`src/rtl/ad7771_averager_if.sv`:
```
// ad7771_averager_if: sample-in / average-out bus between the sample reader, the averager and its consumer
interface ad7771_averager_if #(parameter int LOG2_N = 4);
  logic        enable_i;
  logic        sample_valid_i;
  logic [23:0] ch1_i;
  logic [23:0] ch2_i;
  logic        avg_valid_o;
  logic        avg_ready_i;
  logic [23:0] avg_ch1_o;
  logic [23:0] avg_ch2_o;
  logic [LOG2_N:0] count_o;
  logic        overrun_o;
  modport master (
    output enable_i, sample_valid_i, ch1_i, ch2_i, avg_ready_i,
    input  avg_valid_o, avg_ch1_o, avg_ch2_o, count_o, overrun_o
  );
  modport slave (
    input  enable_i, sample_valid_i, ch1_i, ch2_i, avg_ready_i,
    output avg_valid_o, avg_ch1_o, avg_ch2_o, count_o, overrun_o
  );
endinterface

```
`src/rtl/ad7771_averager.sv`:
```
// ad7771_averager: block-averages 2^LOG2_N two-channel samples into a valid/ready output register
module ad7771_averager #(
  parameter int LOG2_N = 4
) (
  input logic              clk_i,
  input logic              reset_ni,
  ad7771_averager_if.slave bus
);
  localparam int AW = 24 + LOG2_N;
  localparam logic [LOG2_N:0] LAST = (LOG2_N + 1)'((1 << LOG2_N) - 1);
  logic signed [AW-1:0] acc1_q, acc1_d, acc2_q, acc2_d, sum1, sum2;
  logic [LOG2_N:0] cnt_q, cnt_d;
  logic [23:0] avg1_q, avg1_d, avg2_q, avg2_d, res1, res2;
  logic valid_q, valid_d, ovr_q, ovr_d, accept, done, load;
  always_comb begin
    accept  = bus.enable_i && bus.sample_valid_i;
    sum1    = acc1_q + AW'(signed'(bus.ch1_i));
    sum2    = acc2_q + AW'(signed'(bus.ch2_i));
    // arithmetic shift floors toward minus infinity
    res1    = 24'(sum1 >>> LOG2_N);
    res2    = 24'(sum2 >>> LOG2_N);
    done    = accept && cnt_q == LAST;
    load    = done && (!valid_q || bus.avg_ready_i);
    acc1_d  = (!bus.enable_i || done) ? '0 : accept ? sum1 : acc1_q;
    acc2_d  = (!bus.enable_i || done) ? '0 : accept ? sum2 : acc2_q;
    cnt_d   = (!bus.enable_i || done) ? '0 : accept ? cnt_q + 1'b1 : cnt_q;
    avg1_d  = load ? res1 : avg1_q;
    avg2_d  = load ? res2 : avg2_q;
    valid_d = load ? 1'b1 : bus.avg_ready_i ? 1'b0 : valid_q;
    ovr_d   = ovr_q || (done && valid_q && !bus.avg_ready_i);
  end
  always_ff @(posedge clk_i) begin
    if (!reset_ni) begin
      acc1_q  <= '0;
      acc2_q  <= '0;
      cnt_q   <= '0;
      avg1_q  <= '0;
      avg2_q  <= '0;
      valid_q <= 1'b0;
      ovr_q   <= 1'b0;
    end else begin
      acc1_q  <= acc1_d;
      acc2_q  <= acc2_d;
      cnt_q   <= cnt_d;
      avg1_q  <= avg1_d;
      avg2_q  <= avg2_d;
      valid_q <= valid_d;
      ovr_q   <= ovr_d;
    end
  end
  assign bus.avg_valid_o = valid_q;
  assign bus.avg_ch1_o   = avg1_q;
  assign bus.avg_ch2_o   = avg2_q;
  assign bus.count_o     = cnt_q;
  assign bus.overrun_o   = ovr_q;
endmodule

```
`src/flat_wrapper.sv`:
```
// flat-port wrapper written by rule: the top's interface ports become plain ports
module ad7771_averager_flat 
#(
  parameter int LOG2_N = 4
)
  (clk_i, reset_ni, bus_enable_i, bus_sample_valid_i, bus_ch1_i, bus_ch2_i, bus_avg_ready_i, bus_avg_valid_o, bus_avg_ch1_o, bus_avg_ch2_o, bus_count_o, bus_overrun_o);
  ad7771_averager_if #(.LOG2_N(LOG2_N)) bus_i ();
  input logic clk_i;
  input logic reset_ni;
  input wire logic [$bits(bus_i.enable_i)-1:0] bus_enable_i;
  input wire logic [$bits(bus_i.sample_valid_i)-1:0] bus_sample_valid_i;
  input wire logic [$bits(bus_i.ch1_i)-1:0] bus_ch1_i;
  input wire logic [$bits(bus_i.ch2_i)-1:0] bus_ch2_i;
  input wire logic [$bits(bus_i.avg_ready_i)-1:0] bus_avg_ready_i;
  output wire logic [$bits(bus_i.avg_valid_o)-1:0] bus_avg_valid_o;
  output wire logic [$bits(bus_i.avg_ch1_o)-1:0] bus_avg_ch1_o;
  output wire logic [$bits(bus_i.avg_ch2_o)-1:0] bus_avg_ch2_o;
  output wire logic [$bits(bus_i.count_o)-1:0] bus_count_o;
  output wire logic [$bits(bus_i.overrun_o)-1:0] bus_overrun_o;
  assign bus_i.enable_i = bus_enable_i;
  assign bus_i.sample_valid_i = bus_sample_valid_i;
  assign bus_i.ch1_i = bus_ch1_i;
  assign bus_i.ch2_i = bus_ch2_i;
  assign bus_i.avg_ready_i = bus_avg_ready_i;
  assign bus_avg_valid_o = bus_i.avg_valid_o;
  assign bus_avg_ch1_o = bus_i.avg_ch1_o;
  assign bus_avg_ch2_o = bus_i.avg_ch2_o;
  assign bus_count_o = bus_i.count_o;
  assign bus_overrun_o = bus_i.overrun_o;
  ad7771_averager #(.LOG2_N(LOG2_N)) u_core (.clk_i(clk_i), .reset_ni(reset_ni), .bus(bus_i));
endmodule
```
`config.mk`:
```
export PLATFORM = sky130hd
export DESIGN_NAME = ad7771_averager_flat
export DESIGN_NICKNAME = d
export VERILOG_FILES = /design/src/rtl/ad7771_averager_if.sv /design/src/rtl/ad7771_averager.sv /design/src/flat_wrapper.sv
export SDC_FILE = /design/constraint.sdc
export NUM_CORES = 1
export LEC_CHECK = 0
export ABC_AREA = 1
export CELL_PAD_IN_SITES_DETAIL_PLACEMENT = 2
export CELL_PAD_IN_SITES_GLOBAL_PLACEMENT = 2
export CORE_MARGIN = 5
export CORE_UTILIZATION = 29
export DETAILED_ROUTE_END_ITERATION = 12
export GPL_ROUTABILITY_DRIVEN = 0
export PLACE_DENSITY_LB_ADDON = 0.12
export SETUP_SLACK_MARGIN = 0.1
export SLEW_MARGIN = 20
export SYNTH_ARGS = -nofsm -noshare
export SYNTH_HDL_FRONTEND = slang
export SYNTH_SLANG_ARGS = --single-unit
```
`constraint.sdc`:
```
create_clock -name clk_i -period 2.4 [get_ports clk_i]
set_clock_uncertainty 0.1 [all_clocks]
set_input_delay 0.36 -clock clk_i [delete_from_list [all_inputs] [get_ports clk_i]]
set_output_delay 0.36 -clock clk_i [all_outputs]
set_load 0.01 [all_outputs]
```
# ---- After elaboration in Yosys (flattened, before gate mapping)
# Cells that the tools add are included.
dict set report totals {
  output_inout_bits 55
  inputBits 53
  latch_bits 0
  mem_bits_rw 0
  rom_bits 0
  memories 0
  regBits 111
}
dict set report op_classes {
  n_addsub 3
  n_mul 0
  n_div 0
  n_shift 0
  reduce_logical 13
  mux 2
  n_lt_le_gt_ge 0
  bitwise 1
  n_eq_ne 1
}
# operator n
set op_table {}
lappend op_table {{28-bit by 24-bit adder with 28-bit output} 2}
lappend op_table {{5-bit by 1-bit adder with 5-bit output (second input constant)} 1}
lappend op_table {{5-bit by 4-bit == test with 1-bit output (second input constant)} 1}
lappend op_table {{1-bit logical AND} 5}
lappend op_table {{1-bit logical NOT} 3}
lappend op_table {{1-bit logical OR} 3}
lappend op_table {{1-bit two-way mux} 2}
lappend op_table {{2-bit nonzero test} 1}
lappend op_table {{2-bit OR reduction} 1}
lappend op_table {{1-bit inverter} 1}

# ---- Logic depth before layout (Yosys ltp)
dict set report depth {
  word_depth 5
  mapped_depth 13
  ltp_nobuf 13
}

# ---- Worst setup path after synthesis
# No wires, ideal clock.
dict set report synth_path {
  kind {input to register}
  start {input port bus_ch1_i[0]}
  end {register u_core.avg1_q[8] (netlist: u_core.bus.avg_ch1_o[8])}
  path_buffers 0
  arrival_time_ps 1781
  slack_ps 410
  setup_time_ps 109
  stages 11
  path_cell_list {ha_1 -> fa_1 -> nand2_1 -> nand3_1 -> nand3_1 -> nand2_1 -> a21oi_1 -> xor2_1 -> nand2_1 -> nand2_1 -> inv_1}
}
dict set report synth_between {
  elab_chain_cells 1
}
# element line
set synth_lines {}
lappend synth_lines {{start, declared} flat_wrapper.sv:12} ;# input wire logic [$bits(bus_i.ch1_i)-1:0] bus_ch1_i;
lappend synth_lines {{28-bit by 24-bit adder with 28-bit output} ad7771_averager.sv:17} ;# sum1 = acc1_q + AW'(signed'(bus.ch1_i));
lappend synth_lines {{end signal, assigned} ad7771_averager.sv:45} ;# avg1_q <= avg1_d;
lappend synth_lines {{end, declared} ad7771_averager.sv:13} ;# logic [23:0] avg1_q, avg1_d, avg2_q, avg2_d, res1, res2;
# Every way passes these cells.
# A chain may end at the register's enable or synchronous reset.

# ---- Final worst setup path
dict set report layout_path {
  start {input port bus_ch1_i[13]}
  end {register u_core.avg1_q[11] (netlist: u_core.bus.avg_ch1_o[11])}
}
# Same word-level chain as after synthesis.

==> qor.yml <==
synthesis.yosys.warnings: 0
syn_area_mm2: 0.00838
post-route-util_pct: 39.8
num_rows: 62
critical_path.startpoint_type: "input port"
globalRoute.busiestLayer: "met2"
finalNetCount: 1775
p_clk_share_pct: 35.4
drtIter0Drc: 204
comb_power_share_pct: 24.4
cp_max_fo: 5
synth_common_cells: "444 x nand2_1, 278 x inv_1, 235 x nor2_1"
wl_per_cell_um: 17.1
syn_area_per_cell_um2: 5.81
slowest_stage: "clkdlybuf4s50_1"
worst-r2r-setup-slack_ps: 190
period_minus_slack_ps: 2230
area_growth_pct: 36.1
async_flop_share_pct: 0
leakage_nw: 6.38
synth_top_area_cell: "dfxtp_1"
cp_cell_sequence: "clkdlybuf4s50_1 -> ha_1 -> nand2_1 -> inv_1 -> nand2_1 -> inv_1 -> a21oi_1 -> nand2_1 -> xor2_1 -> buf_4 -> o21ai_0 -> inv_1"
gr-usage-met2_pct: 41.1
syn_inst: 1442
clkLatencyLatePin_ps: 380
hold_depth: 2
io_buffers: 107
hold_end: "u_core.acc1_q[0]$_SDFFE_PP0P_"
switchingPower_mw: 1.60
synth-seq-cells: 111
p_per_area_mw_per_mm2: 414
r2r-start: "u_core.acc1_q[9]$_SDFFE_PP0P_"
post-route-period-util_pct: 92.9
synth_edf_count: 0
swShare_pct: 33.8
min_path_type: "flip-flop to flip-flop"
fmax_ghz: 0.449
regToRegEndpoint: "u_core.acc1_q[18]$_SDFFE_PP0P_"
slew_headroom_pct: 66.3
grt_overflow: 0
num_io_pins: 108
die_h_um: 180
crit_path_end_kind: "flip-flop"
ys_types: 34
yosys.area.top_type_share_pct: 26.5
use_met1_pct: 24.9
vias: 9601
place_inst: 2035
drv_slew: 0
worst_ep_required_time_ps: 2580
die_x_um: 180
synth_area_leaders: "dfxtp_1 27%, nand2_1 20%, inv_1 12%, nor2_1 11%, ha_1 8.4%"
finalNonFillerCells: 2053
synth.net_count: 1553
clockBufferDepth: 2
drive_gt1_share_pct: 12.5
yosysSeqAreaShare_pct: 26.5
ir_worst_vdd_uv: 345
synthFlopType: "dfxtp_1"
grt_pass1_wl_mm: 55.4
cp.arrival_ps: 2410
antenna_found_initial: 0
cp_top_family: "buffers and inverters"
reg2reg_depth: 13
path_clk_slew_ps: 90
intPower_mw: 3.13
avgViaCountPerCell: 4.68
initial_utilization_pct: 29.3
met3_usage_pct: 2.10
grt_pass1_vias: 10720
cts_buffers: 9
die_area_mm2: 0.0324
worst_slew_pin_slew_ps: 506
num_antenna_cells: 0
slowest_delay_ps: 400
cts_tree: "built"
outcome: "finished clean"
maxCapViolations: 0
seqPwrFrac_pct: 40.2
htreeDepth: 3
root_buffer: "clkbuf_16"
cts.sinks: 111
path_class: "input port to flip-flop"
final-setup-viol-count: 0
finalHoldViolCount: 0
grt_setup_unrepaired: "false"
hp-start: "u_core.acc1_q[0]$_SDFFE_PP0P_"
dr.pass1.iters: 4
core_mm2: 0.0286
drt-total-wl_mm: 35.2
critPathBufInv: 5
place.detailed.hpwl_mm: 27.8
ant_nets: 0
yosys.cell_count.top_type: "nand2_1"
grt.total_usage_pct: 21.1
hold_ws_ps: 380
grt_max_degree: 97
drc_errors: 0
==> how the worst max path moves through the flow <==
stage / from / to / slack (ps) / cells past startpoint
global placement: bus_ch1_i[9] / u_core.bus.avg_ch1_o[6]$_SDFFE_PN0P_ / -250 / 11
global route: bus_ch2_i[4] / u_core.acc2_q[26]$_SDFFE_PP0P_ / 70 / 14
floorplan: bus_ch1_i[0] / u_core.bus.avg_ch1_o[8]$_SDFFE_PN0P_ / 410 / 11
CTS: bus_ch2_i[10] / u_core.acc2_q[15]$_SDFFE_PP0P_ / 100 / 13
detailed placement: bus_ch2_i[10] / u_core.acc2_q[15]$_SDFFE_PP0P_ / -290 / 13
finish: bus_ch1_i[13] / u_core.bus.avg_ch1_o[11]$_SDFFE_PN0P_ / 170 / 12
==> placed cells by master, fill, tap and decap left out, types with 6 or more instances in the layout <==
cell type,count
dfxtp_1,109
nor2_1,232
nand3_2,6
nand2_2,10
o21ai_0,35
nand2_1,436
inv_2,6
nand3_1,96
nor3_1,6
xor2_1,15
nand4_1,12
clkbuf_16,10
nand3b_1,6
a21o_1,10
a21oi_1,35
o211ai_1,8
inv_1,278
ha_4,8
ha_1,45
buf_4,130
xnor2_1,14
clkdlybuf4s50_1,105
==> stage by stage <==
stage	worst slack, ps	power, mW	instance area [um2]	TNS [ps]
final	170	4.73	11400	0
after global routing	73.2	4.97	11400	0
after CTS	100	4.77	11100	0
after detailed placement	-294	3.06	10800	-14170
after global placement	-251	3.02	10800	-9070
after floorplan	410	2.50	8380	0
==> cell families after synthesis <==
kind of cell | count (synthesis) | share of synthesized area [%]
xor gates and xnor gates | 31 | 3.24
buffers and inverters | 317 | 14.8
DFF | 111 | 26.5
adders and majority gates | 58 | 8.84
AOI/OAI and AO/OA | 103 | 6.84
and+or+nand+nor | 822 | 39.8
==> area by class of cell <==
| type | instances | area, um2 |
|---|---|---|
| timing repair buffer | 244 | 2190 |
| inverter | 284 | 1070 |
| tap | 384 | 480 |
| clock inverter | 7 | 86.3 |
| sequential | 111 | 2220 |
| multi-input combinational | 1014 | 5130 |
| fill | 3553 | 17200 |
| clock buffer | 9 | 225 |
==> timing repair <==
action                                  CTS  global route
hold endpoints to repair                  0             0
pin swaps                                 0             5
buffers inserted                          0             1
cloned                                    0             1
hold buffers                              0             0
endpoints found under the setup margin    1            52
gates resized for setup                   1            48
==> routing by layer <==
layer / part of all wire (%) / vias up
met5: 0 / -
li1: - / 4806
met2: 53 / 78
met1: 44 / 4689
met3: 1.5 / 28
met4: 1.5 / 0
==> flip-flops by register name, summed over array words and instances, names as in the netlist <==
name,count
u_core.acc1_q,28
u_core.bus.avg_ch1_o,24
u_core.bus.avg_ch2_o,24
u_core.acc2_q,28
u_core.bus.count_o,5
u_core.bus.overrun_o,1
u_core.bus.avg_valid_o,1
==> power by group through the flow <==
stage          clock, mW  sequential (mW)  combinational, mW
2_1_floorplan          0             1.93              0.565
3_3_place_gp           0             1.94               1.08
3_5_place_dp           0             1.94               1.12
4_1_cts             1.74             1.90               1.13
5_1_grt             1.79             1.90               1.28
6_report            1.67             1.90               1.15
==> worst reg2reg max path: cells and delay by family, from the launching register on <==
family / cells / cell delay, ps
adders and majority gates: 1 / 330
buffers and inverters: 3 / 280
DFF: 1 / 340
and+or+nand+nor: 9 / 1040
Power figures use the tool's default switching activity.
